<file path="config.mk">
export PLATFORM = sky130hd
export DESIGN_NAME = memdata_arbiter
export DESIGN_NICKNAME = d
export VERILOG_FILES = /design/src/rtl/memdata_arbiter.sv
export SDC_FILE = /design/constraint.sdc
export NUM_CORES = 1
export LEC_CHECK = 0
export BUFFER_PORTS_ARGS = -buffer_cell sky130_fd_sc_hd__buf_2
export CORE_MARGIN = 2
export CORE_UTILIZATION = 30
export CTS_BUF_LIST = sky130_fd_sc_hd__clkbuf_4 sky130_fd_sc_hd__clkbuf_8
export DETAILED_ROUTE_END_ITERATION = 10
export HOLD_SLACK_MARGIN = 0.08
export MAX_ROUTING_LAYER = met4
export PLACE_DENSITY = 0.66
export SLEW_MARGIN = 20
export SYNTH_ARGS = -nofsm -noshare
export SYNTH_HDL_FRONTEND = slang
export SYNTH_SLANG_ARGS = --single-unit
</file>
<file path="constraint.sdc">
create_clock -name clk -period 3.1 [get_ports clk]
set_clock_uncertainty 0.05 [all_clocks]
set_input_delay 0.155 -clock clk [delete_from_list [all_inputs] [get_ports clk]]
set_output_delay 0.155 -clock clk [all_outputs]
set_load 0.03 [all_outputs]
</file>
<file path="src/rtl/memdata_arbiter.sv">
// memdata_arbiter: two-port round-robin arbiter/sequencer for an external byte-wide data memory.
// Each transfer runs IDLE -> ACC -> DONE. The winning request is latched in IDLE. ACC drives the
// memory pins for one cycle, and DONE pulses the winner's ack.
// Ports:
//   clk, reset                    clock (rising edge), asynchronous active-high reset
//   req/we/dir/wdata 0 and 1      per-port request, direction (1 = write), address, write data
//   ack0/ack1, rdata0/rdata1      per-port one-cycle completion pulse and held read data
//   mem_cs/we/oe/dir/indata       memory control, address and write data
//   mem_outdata                   combinational memory read data
//   busy                          high while a transfer is in ACC or DONE
module memdata_arbiter #(
    parameter int unsigned AW = 12,
    parameter int unsigned DW = 8
) (
    input  logic          clk,
    input  logic          reset,
    input  logic          req0,
    input  logic          we0,
    input  logic [AW-1:0] dir0,
    input  logic [DW-1:0] wdata0,
    output logic          ack0,
    output logic [DW-1:0] rdata0,
    input  logic          req1,
    input  logic          we1,
    input  logic [AW-1:0] dir1,
    input  logic [DW-1:0] wdata1,
    output logic          ack1,
    output logic [DW-1:0] rdata1,
    output logic          mem_cs,
    output logic          mem_we,
    output logic          mem_oe,
    output logic [AW-1:0] mem_dir,
    output logic [DW-1:0] mem_indata,
    input  logic [DW-1:0] mem_outdata,
    output logic          busy
);

    typedef enum logic [1:0] {StIdle, StAcc, StDone} state_e;

    state_e        state_q, state_d;
    logic          last_q;
    logic          cmd_port_q;
    logic          cmd_we_q;
    logic [AW-1:0] cmd_dir_q;
    logic [DW-1:0] cmd_wdata_q;
    logic [DW-1:0] rdata0_q, rdata1_q;
    logic          grant;
    logic          launch;

    // On a tie the port that did not win last time is granted. With a single request,
    // req1 alone decides the winner.
    always_comb begin
        if (req0 && req1) begin
            grant = ~last_q;
        end else begin
            grant = req1;
        end
    end

    assign launch = (state_q == StIdle) && (req0 || req1);

    // State register
    always_ff @(posedge clk or posedge reset) begin
        if (reset) begin
            state_q <= StIdle;
        end else begin
            state_q <= state_d;
        end
    end

    // Next-state logic
    always_comb begin
        state_d = state_q;
        unique case (state_q)
            StIdle:  if (req0 || req1) state_d = StAcc;
            StAcc:   state_d = StDone;
            StDone:  state_d = StIdle;
            default: state_d = StIdle;
        endcase
    end

    // Command latch, round-robin history and read-data capture
    always_ff @(posedge clk or posedge reset) begin
        if (reset) begin
            last_q      <= 1'b1;
            cmd_port_q  <= 1'b0;
            cmd_we_q    <= 1'b0;
            cmd_dir_q   <= '0;
            cmd_wdata_q <= '0;
            rdata0_q    <= '0;
            rdata1_q    <= '0;
        end else begin
            if (launch) begin
                last_q      <= grant;
                cmd_port_q  <= grant;
                cmd_we_q    <= grant ? we1 : we0;
                cmd_dir_q   <= grant ? dir1 : dir0;
                cmd_wdata_q <= grant ? wdata1 : wdata0;
            end
            if ((state_q == StAcc) && !cmd_we_q) begin
                if (cmd_port_q) begin
                    rdata1_q <= mem_outdata;
                end else begin
                    rdata0_q <= mem_outdata;
                end
            end
        end
    end

    // Outputs: only cs/we/oe are gated by state; address and write data always show the latch
    always_comb begin
        mem_cs = 1'b0;
        mem_we = 1'b0;
        mem_oe = 1'b0;
        ack0   = 1'b0;
        ack1   = 1'b0;
        busy   = 1'b0;
        unique case (state_q)
            StAcc: begin
                mem_cs = 1'b1;
                mem_we = cmd_we_q;
                mem_oe = ~cmd_we_q;
                busy   = 1'b1;
            end
            StDone: begin
                ack0 = ~cmd_port_q;
                ack1 = cmd_port_q;
                busy = 1'b1;
            end
            default: ;
        endcase
    end

    assign mem_dir    = cmd_dir_q;
    assign mem_indata = cmd_wdata_q;
    assign rdata0     = rdata0_q;
    assign rdata1     = rdata1_q;

endmodule
</file>
==> flow_summary.yaml <==
run_status:
  run_status: "finished clean"
floorplanning:
  boundaryPins: 96
  initial_utilization_pct: 30.8
  die-height_um: 84.3
  core-area_um2: 6280
  rows: 29
  die_area_um2: 7110
  chipWidth_um: 84.3
timing:
  timing_worst_slew_pin_value_ps: 854
  rsz_0062_raised_after_global_routing: "false"
  finalHoldWorstSlack_ps: 95.5
  final-hold-violation-count: 0
  finalMaxSlewViolations: 0
  finalSetupViolations: 0
  post-route-min-period_ps: 1890
  timing.max_slew.rel_slack_pct: 43.0
  max_freq_ghz: 0.530
  fin_tns_setup_ps: 0
  final_min_period_over_clock_period_pct: 60.9
worst_setup_path:
  worst_setup_path_end_kind: "flop"
  r2r.worst_path.cells: 5
  worstSetupPathType: "reg2reg"
  sort_of_element_at_the_start_of_the_critical_path: "flop"
  r2r_setup_slack_ps: 1210
  path_max_fanout: 21
  worst-endpoint-arrival_ps: 2050
  cp_data_required_time_ps: 3260
layout:
  final_nets: 356
  fill_cells: 594
  seq_cell_area_um2: 1030
  layout-drive-gt1-share_pct: 49.3
  antenna-diode-count: 0
  area_delta_synth_final_pct: 46.9
  multi_input_area_um2: 840
synth:
  postSynthNetCount: 232
  post_synth_inst_count: 173
  synth_common_cells: "dfrtp_1 (40), a21oi_1 (25), nand2_1 (21), nor2_1 (21)"
  netlist_top_cells_area: "dfrtp_1 (52%), mux2_2 (10%), a21oi_2 (8.2%)"
  yosysSeqAreaShare_pct: 53.1
  synth-async-reset-ratio_pct: 100
  synth_top_family_by_area: "compound AO/OA/AOI/OAI gates"
  ys.warnings.count: 0
  synthSimpleGateAreaFrac_pct: 11.5
  synth_top_area_share_pct: 51.7
  synth_area_um2: 1930
  yosys_register_bits: 41
  yosys_most_used_dff: "dfrtp_1"
  yosysTopAreaCell: "dfrtp_1"
  synth_adder_area_share_pct: 3.23
  synthMostInstantiatedCell: "dfrtp_1"
  synth_edf_count: 0
  ys_types: 23
  synthesized_area_fraction_occupied_by_ao_oa_aoi_and_oai_cells_pct: 17.8
  synthesis.area_per_instance_um2: 11.2
  muxShareOfSynthArea_pct: 10.5
  synth_xor_area_share_pct: 0
route:
  drcViolationCount: 0
  avgRoutedWirePerCell_um: 12.1
  routed-via-count: 1677
  drt_iter0_markers: 40
  detail_route.vias_per_cell: 4.47
  detailedRoute.firstPassIterationCount: 4
  dr_wl_met3_um: 296
  top_layer_used: "met4"
  routed_wirelength_mm: 4.55
  met2RoutedLength_mm: 2.28
  m1WireLength_mm: 1.93
  ant_nets_after_route: 0
cts:
  ctsHtreeMaxLevel: 2
  cts.clk_slew.worst_paths_ps: 70
  cts-resized-gates: 0
  cts_buffer_depth: 2
  clock_latency_ps: 280
  cts-buffers-inserted: 5
  total_number_of_clock_tree_sinks: 41
  cts_hold_buffers: 30
  tritoncts: "yes"
  cts-root-buf: "clkbuf_8"
  post_cts.repair.setup_buffers: 0
power:
  irDropWorstVdd_mv: 0.438
  power-per-cell-area_nw_per_um2: 1040
  leakage_nw: 1.37
global_routing:
  grt_start_max_net_pins: 42
  grt_overflow_total: 0
  grt_first_pass_wirelength_mm: 7.57
  antenna_violations_before_repair: 0
  track_usage_pct: 13.5
  grt_pass1_vias: 1731
placed_design:
  dp.final_hpwl_mm: 3.01
  globalplace.congestion: 0.725
  port-buffer-count: 95
hold_path:
  min_delay_worst_type: "in2reg"
  hold-path-cell-count: 3
run:
  max_capacitance_violation_count: 0
[report_power, final]
part / total (W) / switching (W) / internal (W)
Clock: 0.000359 / 0.000173 / 0.000186
Sequential: 0.000968 / 0.000154 / 0.000814
Combinational: 0.00163 / 0.00106 / 0.000572
[flip-flops by register name (all words and copies together) (netlist names)]
signal,cells
rdata1,8
last_q,1
cmd_we_q,1
mem_indata,8
mem_dir,12
state_q,2
rdata0,8
cmd_port_q,1
[worst paths after layout]
check | startpoint | endpoint
worst max-delay path | state_q[1] | mem_dir[1]
worst min-delay path | dir1[9] | mem_dir[9]
worst max register to register | state_q[1] | mem_dir[1]
worst min register to register | rdata1[7] | rdata1[7]
max in group asynchronous | reset | mem_dir[11]
min in group asynchronous | reset | rdata0[4]
[routing by layer]
metal	global-route usage, %	vias to the layer above
met1	15.0	779
met4	3.23	0
li1	-	833
met5	-	-
met3	3.54	5
met2	24.2	60
[worst max-delay path: stages, from the launching register on]
cell     delay [ps]
dfrtp_1         400
inv_1           130
ha_1            310
o21a_1          690
nor2_1           80
a21oi_1         140
[layout by cell type (no fill, tap or decap), drive strengths merged, types with 3 or more instances in the layout]
| cell type | Yosys | layout |
|---|---|---|
| nor2 | 21 | 21 |
| ha | 5 | 5 |
| dfrtp | 40 | 40 |
| inv | 3 | 3 |
| buf | 8 | 95 |
| clkbuf | 0 | 8 |
| nand2 | 21 | 21 |
| mux2 | 18 | 18 |
| dlygate4sd3 | 0 | 30 |
| a21oi | 43 | 43 |
[through the flow]
step | std cells | utilization [%] | cell area, um2 | setup slack, ps | total power (W)
2_1_floorplan | 173 | - | 1930 | 1550 | 0.00219
3_3_place_gp | 337 | 38.9 | 2440 | 1300 | 0.00258
3_5_place_dp | 337 | 39.0 | 2450 | 1200 | 0.00260
4_1_cts | 375 | 45.3 | 2840 | 1190 | 0.00300
5_1_grt | 375 | 45.3 | 2840 | 986 | 0.00316
6_report | 375 | 45.3 | 2840 | 1210 | 0.00296
[final cells by class]
class | count | area share [%]
clock buffers | 8 | 3.21
inverters | 3 | 0.396
multi-input cells | 121 | 29.5
flip-flops and latches | 41 | 36.2
well taps | 77 | 3.39
repair buffers | 125 | 27.3
[cells by family (layout without fill, tap and decap cells)]
kind of cell / after synthesis / in the layout
AO/OA/AOI/OAI: 49 / 49
adder cells (fa/ha/maj): 5 / 5
AND/OR/NAND/NOR: 49 / 49
buffers and inverters: 11 / 136
flip-flops: 41 / 41
multiplexers: 18 / 18
Power figures use the tool's default switching activity.
